$ cat src/rtl/reset_sequencer.sv
//-----------------------------------------------------------------------------
// reset_sequencer
//
// Purpose:
//   Brings four reset domains out of reset one at a time. It waits for the
//   2-of-3 voted power-on reset and for the software reset request to drop.
//   It then holds every domain in reset for HOLD_CYCLES cycles. After that it
//   releases domain 0, 1, 2 and 3 in turn, and each domain must acknowledge
//   ready before the next one is released. A disagreement between the
//   power-on-reset replicas is recorded as a sticky flag and a saturating
//   count. The disagreement never affects sequencing.
//
// Optional feature (compile-time macro RESET_SEQ_TIMEOUT_EN):
//   When defined, each released domain has TIMEOUT_CYCLES cycles to
//   acknowledge. If it does not, the sequencer parks in FAULT, reports the
//   domain in faultDomain and re-asserts every domain reset. When undefined,
//   the sequencer waits indefinitely for the acknowledge and FAULT cannot be
//   reached.
//
// Parameters:
//   HOLD_CYCLES     cycles spent in HOLD before the first release (1..65535)
//   TIMEOUT_CYCLES  cycles allowed per domain for its acknowledge (1..65535)
//
// Ports:
//   clk          in   1  system clock
//   rst          in   1  asynchronous active-high reset
//   porStatus    in   3  power-on-reset replicas, 1 = in power-on reset
//   swRst        in   1  synchronous software reset request, level sensitive
//   ack          in   4  per-domain ready acknowledge
//   rstOut       out  4  per-domain reset, active high, bit 0 released first
//   done         out  1  sequencer in DONE
//   fault        out  1  sequencer in FAULT
//   faultDomain  out  2  domain that last timed out
//   porErr       out  1  sticky replica-disagreement flag
//   porErrCnt    out  8  saturating count of replica-disagreement cycles
//   state        out  3  ASSERT=0 HOLD=1 RELEASE=2 DONE=3 FAULT=4
//-----------------------------------------------------------------------------
`timescale 1ns/1ps

module reset_sequencer #(
    parameter int unsigned HOLD_CYCLES    = 16,
    parameter int unsigned TIMEOUT_CYCLES = 1024
) (
    input  logic       clk,
    input  logic       rst,
    input  logic [2:0] porStatus,
    input  logic       swRst,
    input  logic [3:0] ack,
    output logic [3:0] rstOut,
    output logic       done,
    output logic       fault,
    output logic [1:0] faultDomain,
    output logic       porErr,
    output logic [7:0] porErrCnt,
    output logic [2:0] state
);

    typedef enum logic [2:0] {
        ST_ASSERT  = 3'd0,
        ST_HOLD    = 3'd1,
        ST_RELEASE = 3'd2,
        ST_DONE    = 3'd3,
        ST_FAULT   = 3'd4
    } state_t;

    // The HOLD and RELEASE stages share one cycle counter. It is sized for
    // the larger terminal count so that the width is the same in either build.
    localparam int unsigned CNT_MAX = (HOLD_CYCLES > TIMEOUT_CYCLES) ? HOLD_CYCLES : TIMEOUT_CYCLES;
    localparam int unsigned CNT_W   = $clog2(CNT_MAX + 1);
    localparam logic [CNT_W-1:0] HOLD_LAST = CNT_W'(HOLD_CYCLES - 1);
`ifdef RESET_SEQ_TIMEOUT_EN
    localparam logic [CNT_W-1:0] TIMEOUT_LAST = CNT_W'(TIMEOUT_CYCLES - 1);
`endif

    // 2-of-3 majority of the power-on-reset replicas.
    function automatic logic vote_2of3(input logic [2:0] v);
        return (v[0] & v[1]) | (v[0] & v[2]) | (v[1] & v[2]);
    endfunction

    // The replicas disagree whenever they are not all equal.
    function automatic logic replicas_differ(input logic [2:0] v);
        return (v != 3'b000) && (v != 3'b111);
    endfunction

    // Domains 0..idx are out of reset; higher domains are still held.
    function automatic logic [3:0] release_mask(input logic [1:0] idx);
        return 4'b1111 << ({1'b0, idx} + 3'd1);
    endfunction

    state_t           r_state;
    logic [3:0]       r_rstOut;
    logic             r_done;
    logic             r_fault;
    logic [1:0]       r_faultDomain;
    logic             r_porErr;
    logic [7:0]       r_porErrCnt;
    logic [1:0]       r_idx;
    logic [CNT_W-1:0] r_cnt;

    logic w_porVote;
    logic w_mismatch;
    logic w_restart;

    assign w_porVote  = vote_2of3(porStatus);
    assign w_mismatch = replicas_differ(porStatus);
    assign w_restart  = w_porVote | swRst;

    // Sequencer FSM: next state, domain resets and status flags, all registered.
    always_ff @(posedge clk or posedge rst) begin
        if (rst) begin
            r_state       <= ST_ASSERT;
            r_rstOut      <= 4'b1111;
            r_done        <= 1'b0;
            r_fault       <= 1'b0;
            r_faultDomain <= 2'd0;
            r_idx         <= 2'd0;
            r_cnt         <= '0;
        end else if (w_restart) begin
            // A voted power-on reset or a software reset wins from any state.
            r_state  <= ST_ASSERT;
            r_rstOut <= 4'b1111;
            r_done   <= 1'b0;
            r_fault  <= 1'b0;
            r_idx    <= 2'd0;
            r_cnt    <= '0;
        end else begin
            case (r_state)
                ST_ASSERT: begin
                    r_state  <= ST_HOLD;
                    r_rstOut <= 4'b1111;
                    r_done   <= 1'b0;
                    r_fault  <= 1'b0;
                    r_idx    <= 2'd0;
                    r_cnt    <= '0;
                end
                ST_HOLD: begin
                    if (r_cnt == HOLD_LAST) begin
                        // Domain 0 is released on the same edge that enters RELEASE.
                        r_state  <= ST_RELEASE;
                        r_rstOut <= release_mask(2'd0);
                        r_idx    <= 2'd0;
                        r_cnt    <= '0;
                    end else begin
                        r_cnt <= r_cnt + CNT_W'(1);
                    end
                end
                ST_RELEASE: begin
                    // ack[r_idx] is sampled only once rstOut[r_idx] is already low.
                    if (ack[r_idx]) begin
                        r_cnt <= '0;
                        if (r_idx == 2'd3) begin
                            r_state  <= ST_DONE;
                            r_rstOut <= 4'b0000;
                            r_done   <= 1'b1;
                        end else begin
                            r_idx    <= r_idx + 2'd1;
                            r_rstOut <= release_mask(r_idx + 2'd1);
                        end
                    end else begin
`ifdef RESET_SEQ_TIMEOUT_EN
                        if (r_cnt == TIMEOUT_LAST) begin
                            r_state       <= ST_FAULT;
                            r_rstOut      <= 4'b1111;
                            r_fault       <= 1'b1;
                            r_faultDomain <= r_idx;
                            r_idx         <= 2'd0;
                            r_cnt         <= '0;
                        end else begin
                            r_cnt <= r_cnt + CNT_W'(1);
                        end
`else
                        r_cnt <= r_cnt;
`endif
                    end
                end
                ST_DONE: begin
                    r_rstOut <= 4'b0000;
                    r_done   <= 1'b1;
                end
                ST_FAULT: begin
                    r_rstOut <= 4'b1111;
                    r_fault  <= 1'b1;
                end
                default: begin
                    r_state  <= ST_ASSERT;
                    r_rstOut <= 4'b1111;
                    r_done   <= 1'b0;
                    r_fault  <= 1'b0;
                    r_idx    <= 2'd0;
                    r_cnt    <= '0;
                end
            endcase
        end
    end

    // Replica disagreement monitor: sticky flag plus saturating cycle count.
    always_ff @(posedge clk or posedge rst) begin
        if (rst) begin
            r_porErr    <= 1'b0;
            r_porErrCnt <= 8'd0;
        end else if (w_mismatch) begin
            r_porErr <= 1'b1;
            if (r_porErrCnt != 8'hFF) begin
                r_porErrCnt <= r_porErrCnt + 8'd1;
            end else begin
                r_porErrCnt <= r_porErrCnt;
            end
        end else begin
            r_porErr    <= r_porErr;
            r_porErrCnt <= r_porErrCnt;
        end
    end

    assign rstOut      = r_rstOut;
    assign done        = r_done;
    assign fault       = r_fault;
    assign faultDomain = r_faultDomain;
    assign porErr      = r_porErr;
    assign porErrCnt   = r_porErrCnt;
    assign state       = r_state;

endmodule

$ cat config.mk
export PLATFORM = sky130hd
export DESIGN_NAME = reset_sequencer
export DESIGN_NICKNAME = d
export VERILOG_FILES = /design/src/rtl/reset_sequencer.sv
export SDC_FILE = /design/constraint.sdc
export NUM_CORES = 1
export LEC_CHECK = 0
export ABC_AREA = 1
export ABC_CLOCK_PERIOD_IN_PS = 2000
export CAP_MARGIN = 0
export CORE_AREA = 3 3 69 71
export CTS_BUF_LIST = sky130_fd_sc_hd__clkbuf_4
export DETAILED_ROUTE_END_ITERATION = 7
export DIE_AREA = 0 0 72 74
export GPL_TIMING_DRIVEN = 0
export HOLD_SLACK_MARGIN = 0.08
export PLACE_DENSITY_LB_ADDON = 0.08
export RECOVER_POWER = 50
export REMOVE_ABC_BUFFERS = 1
export SYNTH_ARGS = -nofsm -noshare
export SYNTH_HDL_FRONTEND = slang
export SYNTH_SLANG_ARGS = --single-unit
$ cat constraint.sdc
create_clock -name clk -period 2 [get_ports clk]
set_clock_uncertainty 0.1 [all_clocks]
set_input_delay 0.4 -clock clk [delete_from_list [all_inputs] [get_ports clk]]
set_output_delay 0.4 -clock clk [all_outputs]
set_load 0.005 [all_outputs]
## Word level (Yosys, flattened, before mapping)

Index checks and enable logic that the tools add are counted.

- Register bits: 31
- Input bits: 10
- Output and inout port bits: 20
- Word-level logic and storage cells: 74

- Add/sub/neg operators: 4
- $lt $le $gt $ge: 1
- Eq/ne operators: 15
- Shift-type cells: 1
- Multiplexer cells: 27
- Bitwise gates (word level): 6
- Reduce and logical (&&, ||, !) cells: 12

Operator list:

| kind | count |
|---|---|
| two-way mux 11 bit | 3 |
| one-hot mux 11 bit (3 select lines) | 1 |
| two-way mux 4 bit | 4 |
| != test 3 bit, second input constant | 5 |
| two-way mux 3 bit | 4 |
| one-hot mux 3 bit (4 select lines) | 1 |
| one-hot mux 4 bit (3 select lines) | 1 |
| adder 11 x 1 -> 11 bit, second input constant | 1 |
| equality test 11 x 4 -> 1 bit, second input constant | 1 |
| adder 8 x 1 -> 8 bit, second input constant | 1 |
| two-way mux 2 bit | 4 |
| != test 8 bit, second input constant | 1 |
| AND reduction 4 bit | 2 |
| equality test 3 x 2 -> 1 bit, second input constant | 2 |
| != test 2 x 1 -> 1 bit, second input constant | 3 |
| one-hot mux 2 bit (3 select lines) | 1 |
| AND reduction 2 bit | 3 |
| two-way mux 1 bit | 5 |
| OR reduction 2 bit | 2 |
| << shifter 4 x 3 -> 4 bit, first input constant | 1 |
| adder 2 x 1 -> 3 bit, second input constant | 1 |
| bitwise AND 1 bit | 3 |
| equality test 3 x 1 -> 1 bit, second input constant | 1 |
| equality test 3 bit, second input constant | 1 |
| other kinds (12) | 14 |

## Depth between registers and ports, before layout

Gate-level depths: netlist (run 1).

- Depth in word-level cells: 7
- Gate-level depth with buffers: 10
- Depth with buffers taken out: 9

## Worst setup path after synthesis (run 1)

No wires, ideal clock.

- Path kind: reg-to-reg
- Start: register r_state[0], in the netlist state[0]
- End: register r_cnt[8]
- Library setup time: 118 ps
- Arrival time: 1400 ps
- Required time: 1782 ps
- Path slack: 382 ps
- Cell stages (with the launch flop): 10
- Buffers on the path: 1
- Period minus slack after synthesis: 1618 ps
- Cell sequence: dfrtp_1 -> inv_1 -> ha_1 -> inv_1 -> nor2_8 -> nand2_4 -> nand2_8 -> buf_6 -> nand2_1 -> o21ai_2

- Word-level cells in the longest chain between the ends: 4
- Elaborated cells on any way between the ends: 10
- Classes of those cells: eq/ne (6); mux (2); reduce/logical (2)

RTL lines:

| item | line | RTL |
|---|---|---|
| start: declaration | 90 | `state_t r_state;` |
| start signal: assignment | 111 | `r_state <= ST_ASSERT;` |
| start signal: assignment | 120 | `r_state <= ST_ASSERT;` |
| start signal: assignment | 129 | `r_state <= ST_HOLD;` |
| equality test 3 x 2 -> 1 bit / equality test 3 bit (equally long branches) | 127 | `case (r_state)` |
| OR reduction 2 bit (no line) | n/a |  |
| one-hot mux 11 bit (3 select lines) / != test 2 x 1 -> 1 bit (equally long branches) | n/a |  |
| two-way mux 11 bit / AND reduction 2 bit (equally long branches) | n/a |  |
| end signal: assignment | 144 | `r_cnt <= r_cnt + CNT_W'(1);` |
| end signal: assignment | 172 | `r_cnt <= r_cnt;` |
| end: declaration | 98 | `logic [CNT_W-1:0] r_cnt;` |

Several ways; a longest one is shown, not always the timed one.
A chain may end at the register's enable or synchronous reset.

## Worst setup path after layout (run 1)

- Start: register r_state[0], in the netlist state[0]
- End: output state[0]

RTL lines:

| item | line | RTL |
|---|---|---|
| end: declaration | 55 | `output logic [2:0] state` |

No word-level cell between the ends.

==> results of run 1 <==
synth_stat cells (all sizes together):
master	instances	area, um^2
buf	6	52.55
xnor2	2	17.52
inv	34	127.6
nand4	13	81.33
nor4	1	6.260
o21bai	1	7.510
nor2	25	143.9
ha	11	137.6
o21ai	18	112.6
or2	1	6.260
xor2	5	43.79
nor3	5	25.02
dfstp	4	105.1
a21oi	2	17.52
nand3b	2	15.01
dfrtp	25	625.6
nand3	17	90.09
clkbuf	1	7.510
conb	1	3.750
nand2	102	434.2
per-stage QoR:
step / setup slack (ns) / instances
floorplan: 0.3813 / 272
global placement: -0.07738 / 349
detailed placement: -0.08612 / 349
CTS: 0.03999 / 357
global route: 0.007113 / 357
finish: 0.1321 / 357
state kept, by name, summed over array words and instances (netlist names):
name       flops
done           1
porErr         1
porErrCnt      8
r_cnt         11
r_idx          2
rstOut         4
state          2
worst paths after layout:
path	startpoint	endpoint
min reg2reg	rstOut[2]	rstOut[2]
min	rstOut[2]	rstOut[2]
max reg2reg	state[1]	rstOut[2]
min in group asynchronous	rst	r_cnt[9]
max	state[0]	state[0]
max in group asynchronous	rst	porErrCnt[6]
where the power goes:
| part | switching [mW] | internal (mW) | leakage, nW |
|---|---|---|---|
| Clock | 0.204 | 0.127 | 0.0300 |
| Sequential | 0.0770 | 0.660 | 0.376 |
| Combinational | 0.197 | 0.221 | 0.743 |
| Total | 0.478 | 1.01 | 1.15 |
kinds of logic after synthesis:
family          after synthesis  synth area share, %
other cells                   1               0.1820
fa+ha+maj                    11                6.679
simple gates                166                38.92
xor+xnor                      7                2.975
flops                        29                35.46
compound gates               21                6.679
buf+inv                      41                9.107
tightest hold or removal path, cell delays in order (launching register included):
cell     delay (ns)
dfstp_2        0.38
nand2_1        0.05
nand2_1        0.05
per-layer routing:
metal	wire [um]	global-route usage [%]	part of all wire [%]	vias up
met5	0	0	0	-
met3	170	3.649	4.3	2
met2	1824	27.14	46	32
met1	1907	21.86	49	803
met4	26	4.384	0.66	0
li1	-	-	-	933
layout by cell type (no fill, tap or decap), types with 2 or more instances in the layout:
master | Yosys | layout
dfrtp_1 | 25 | 25
ha_1 | 11 | 10
nor2_4 | 2 | 2
clkdlybuf4s50_1 | 0 | 22
dlygate4sd3_1 | 0 | 3
nor3_1 | 5 | 5
xor2_1 | 5 | 5
inv_2 | 5 | 4
nand4_1 | 13 | 13
xnor2_1 | 2 | 2
inv_1 | 29 | 30
nor2_1 | 20 | 20
nand3_1 | 16 | 16
dfstp_2 | 4 | 4
clkbuf_4 | 1 | 5
conb_1 | 1 | 4
o21ai_1 | 5 | 5
clkinv_1 | 0 | 2
a21oi_2 | 2 | 2
o21ai_2 | 6 | 6
nand3b_1 | 2 | 2
nor2_8 | 2 | 2
nand2_1 | 95 | 96
nand2_4 | 4 | 4
o21ai_0 | 7 | 7
area by class of cell:
type                            count  area share [%]
Multi-Input combinational cell    209           48.53
Sequential cell                    29           30.74
Clock inverter                      3          0.5263
Tap cell                           52           2.737
Clock buffer                        5           1.579
Timing Repair Buffer               25           10.53
Inverter                           34           5.368
==> metrics.txt, run 1 <==
Critical Path AT=1.37 ns; Max VDD drop=0.0002331 V; area of the multi-input gates=1154 um^2; CTS Hold Bufs=0; first-pass GRT wire length=~7000 um; clock slew at reported path FFs=roughly 0.09 ns; Max FO, Critical Path=8; maxcap violations=0; Core Util, Final=between 50% and 60%; Setup-failing EPs final=0; Worst Hold Class=reg2reg; Crit path depth=1; Worst Path Required=1.50 ns; Max H-tree Level=2; Mean Syn Cell Area=7.466 um^2; cell area after layout=2377 um^2; GRT Residual Overflow=0; chip width=72 um; yosys warns=2; Worst path top cell family by delay=buffers and inverters; crit share post-route=93.40%; DRT Pass-1 Iters=4; Final HPWL DP=2919 um; CTS root buf=clkbuf_4; DR vias=1,770; Gate Count Post-Synth=roughly 280; CTS tree=built; Crit path largest cell delay=0.55 ns; # DRC=0; full die area=5328 um^2; core area=4294 um^2; RSZ-0062 raised after global routing=false; TNS Setup=0 ns; initial antenna violation count=0; Die Y=74 um; Distinct cells, synth=31; crit start category=register; Synth Register Bits=29; layout cell share with drive strength beyond 1=11.80%; register area=730.7 um^2; Seq/Total Area, Yosys=35.46%; Fmax achieved=0.5354 GHz; Slew HR=between 20% and 30%; status=complete, no violations; Final Hold Slack=0.3737 ns; later-pin clock latency in the skew report=between 0.3 and 0.4 ns; reg2reg setup slack=0.18 ns; Max clock buf depth=2; area post-placement=about 2300 um^2; CP Buf/Inv Count=1; Area growth syn-to-layout=15.36%; routability cong.=slightly above 0.8; Final min period=1.868 ns; drt wl/cell=11.00 um; total I/O pin count=30; CTS Sinks=29; worst path cell trace=clkdlybuf4s50_1; Layout Nets=around 330; Tot Pwr=1.487 mW; Vias/cell=~5.0; WL final=3928 um; post-CTS sizing=0; Total GRT Usage=approximately 16%; Initial Util=a little under half; Setup Fix Bufs, Post-CTS=0; Port Buf Inserts=25; # diodes=0; Power Density=between 600 and 700 nW/um^2; Post-DRT Antenna Nets=0; largest net degree at the start of global routing=30; Worst Max-Slew Pin Slew=1.134 ns; TritonCTS Buffers=5; cell area after synthesis=2061 um^2; fill count=421; Final Hold Viols=0; worst hold stages=2; R2R depth=9; Slew Viols, Final=0; critical path endpoint category=output pin; vias in the first global route=about 1,600; initial DRC count=89; number of cell rows=24; crit path max-delay cell type=clkdlybuf4s50_1; P_leak=around 1.1 nW; Crit Path Category=reg2out
Note: power is estimated with default switching activity, not from simulation.
==> run 2: changes to the inputs <==
- CORE_AREA: 3 3 69 71 -> 3 3 81 83
- DIE_AREA: 0 0 72 74 -> 0 0 84 86
==> metrics.txt, run 2 (synthesis results as in run 1) <==
Worst Max-Slew Pin Slew=about 1.1 ns; full die area=7224 um^2; Max VDD drop=about 0.00031 V; Slew Viols, Final=0; Vias/cell=4.626; crit start category=register; pre-CTS WS=-0.09774 ns; TritonCTS Buffers=5; Crit path depth=1; most frequent cells in the layout=96 x nand2_1, 30 x inv_1, 25 x dfrtp_1; chip width=84 um; Crit Path Category=reg2out; later-pin clock latency in the skew report=around 0.33 ns; status=complete, no violations; Critical Path AT=1.40 ns; Final HPWL DP=3194 um; gr busiest metal=met2; Fmax achieved=0.5272 GHz; critical path endpoint category=output pin; Max H-tree Level=2; crit share post-route=between 90% and 100%; Core Util, Final=between 40% and 50%; CTS Sinks=29; Crit. Startpoint=state[0]; met1 GRT Util=between 15 and 20%; initial antenna violation count=0; Clock Power Share=about a third; layout cell share with drive strength beyond 1=12.46%; vias in the first global route=1,612; Crit path largest cell delay=0.56 ns; CTS tree=built; Final Hold Slack=0.3723 ns; Die Y=roughly 86 um; Initial Util=around a third; max FFs per register=11; Total GRT Usage=between 10% and 20%; Max clock buf depth=2; Layout Nets=325; register area=between 700 and 800 um^2; core area=5921 um^2; total I/O pin count=30; Worst Hold Class=reg2reg; Setup Fix Bufs, Post-CTS=0; drt wl/cell=11.38 um; worst setup margin=between 0.1 and 0.15 ns; Port Buf Inserts=25; # diodes=0; clock slew at reported path FFs=0.10 ns; first-pass GRT wire length=7514 um; r2r endpoint=rstOut[3]; initial DRC count=between 100 and 150; R2R depth=9; crit path max-delay cell type=clkdlybuf4s50_1; routability cong.=0.7765; maxcap violations=0; Worst Path Required=1.50 ns; met3 Usage GRT=3.170%; CTS root buf=clkbuf_4; number of cell rows=28; Critical path destination=state[0]; most common cell after layout, fill and taps aside=nand2_1; Power Density=723.1 nW/um^2; worst path cell trace=clkdlybuf4s50_1; DR vias=1,758; reg2reg setup slack=approximately 0.14 ns; Net Switching=0.5089 mW; GRT Residual Overflow=0; P_int=roughly 1.3 mW; Comb pwr share=23.8%; # DRC=0; Tot Pwr=1.778 mW; M2 GR Usage=20.75%; Max FO, Critical Path=8; sequential share of power=41.6%; CP Buf/Inv Count=1; area of the multi-input gates=1154 um^2; Worst path top cell family by delay=buffers and inverters; Final min period=1.897 ns; worst hold stages=2; RSZ-0062 raised after global routing=true; register name with the most flops=r_cnt; DRT Pass-1 Iters=4; fill count=602; Area growth syn-to-layout=19.31%; Sw Ratio=28.62%; largest net degree at the start of global routing=30; WL final=4324 um; RR Startpoint=state[1]; Final Hold Viols=0; P_leak=1.178 nW; Setup-failing EPs final=0; CTS Hold Bufs=0; Slew HR=between 20% and 30%; Post-DRT Antenna Nets=0
==> run 2: cell count changes in the layout (fill, tap and decap cells not counted) <==
cell             change
bufinv_16            +2
clkdlybuf4s50_1      +1
clkinv_1             -2
dlygate4sd3_1        -1
==> run 2: what timing repair did <==
item,CTS,global route
endpoints found under the hold margin,0,0
endpoints found under the setup margin,2,2
gates cloned,0,0
resized for setup,1,0
==> run 2: worst min path at each step <==
stage,start,to,slack (ns)
after detailed placement,rstOut[2],rstOut[2],0.36
final,rstOut[2],rstOut[2],0.37
after floorplan,rstOut[2],rstOut[2],0.36
after global placement,porErr,porErr,0.35
after global routing,rstOut[0],rstOut[0],0.41
after CTS,rstOut[2],rstOut[2],0.38
==> run 2: layout make-up <==
type	instances	share of cell area (%)
Inverter	34	5.191
Sequential cell	29	29.72
Timing Repair Buffer	25	10.18
Multi-Input combinational cell	209	46.92
Clock inverter	3	2.646
Clock buffer	5	1.527
Tap cell	75	3.817
==> run 2: tightest hold or removal path, cell delays in order (launching register included) <==
cell,delay (ns)
dfstp_2,0.38
nand2_1,0.05
nand2_1,0.05
==> run 2: stage by stage <==
step	cells	setup TNS [ns]	cell area [um^2]
floorplan	272	0	2012
global placement	372	-0.4876	2356
detailed placement	372	-0.6916	2356
CTS	380	0	2461
global route	380	-0.03310	2459
finish	380	0	2459
==> run 2: metal layers <==
layer / vias up / wire, um
li1: 925 / -
met1: 790 / 2129
met2: 35 / 1940
met3: 8 / 186
met4: 0 / 68
met5: - / 0
==> run 2: power groups by stage <==
stage / Sequential, mW / Combinational, mW / Clock [mW]
after floorplan: 0.745 / 0.226 / 0
after global placement: 0.752 / 0.427 / 0
after detailed placement: 0.755 / 0.434 / 0
after CTS: 0.744 / 0.437 / 0.640
after global routing: 0.756 / 0.473 / 0.667
final: 0.740 / 0.424 / 0.614
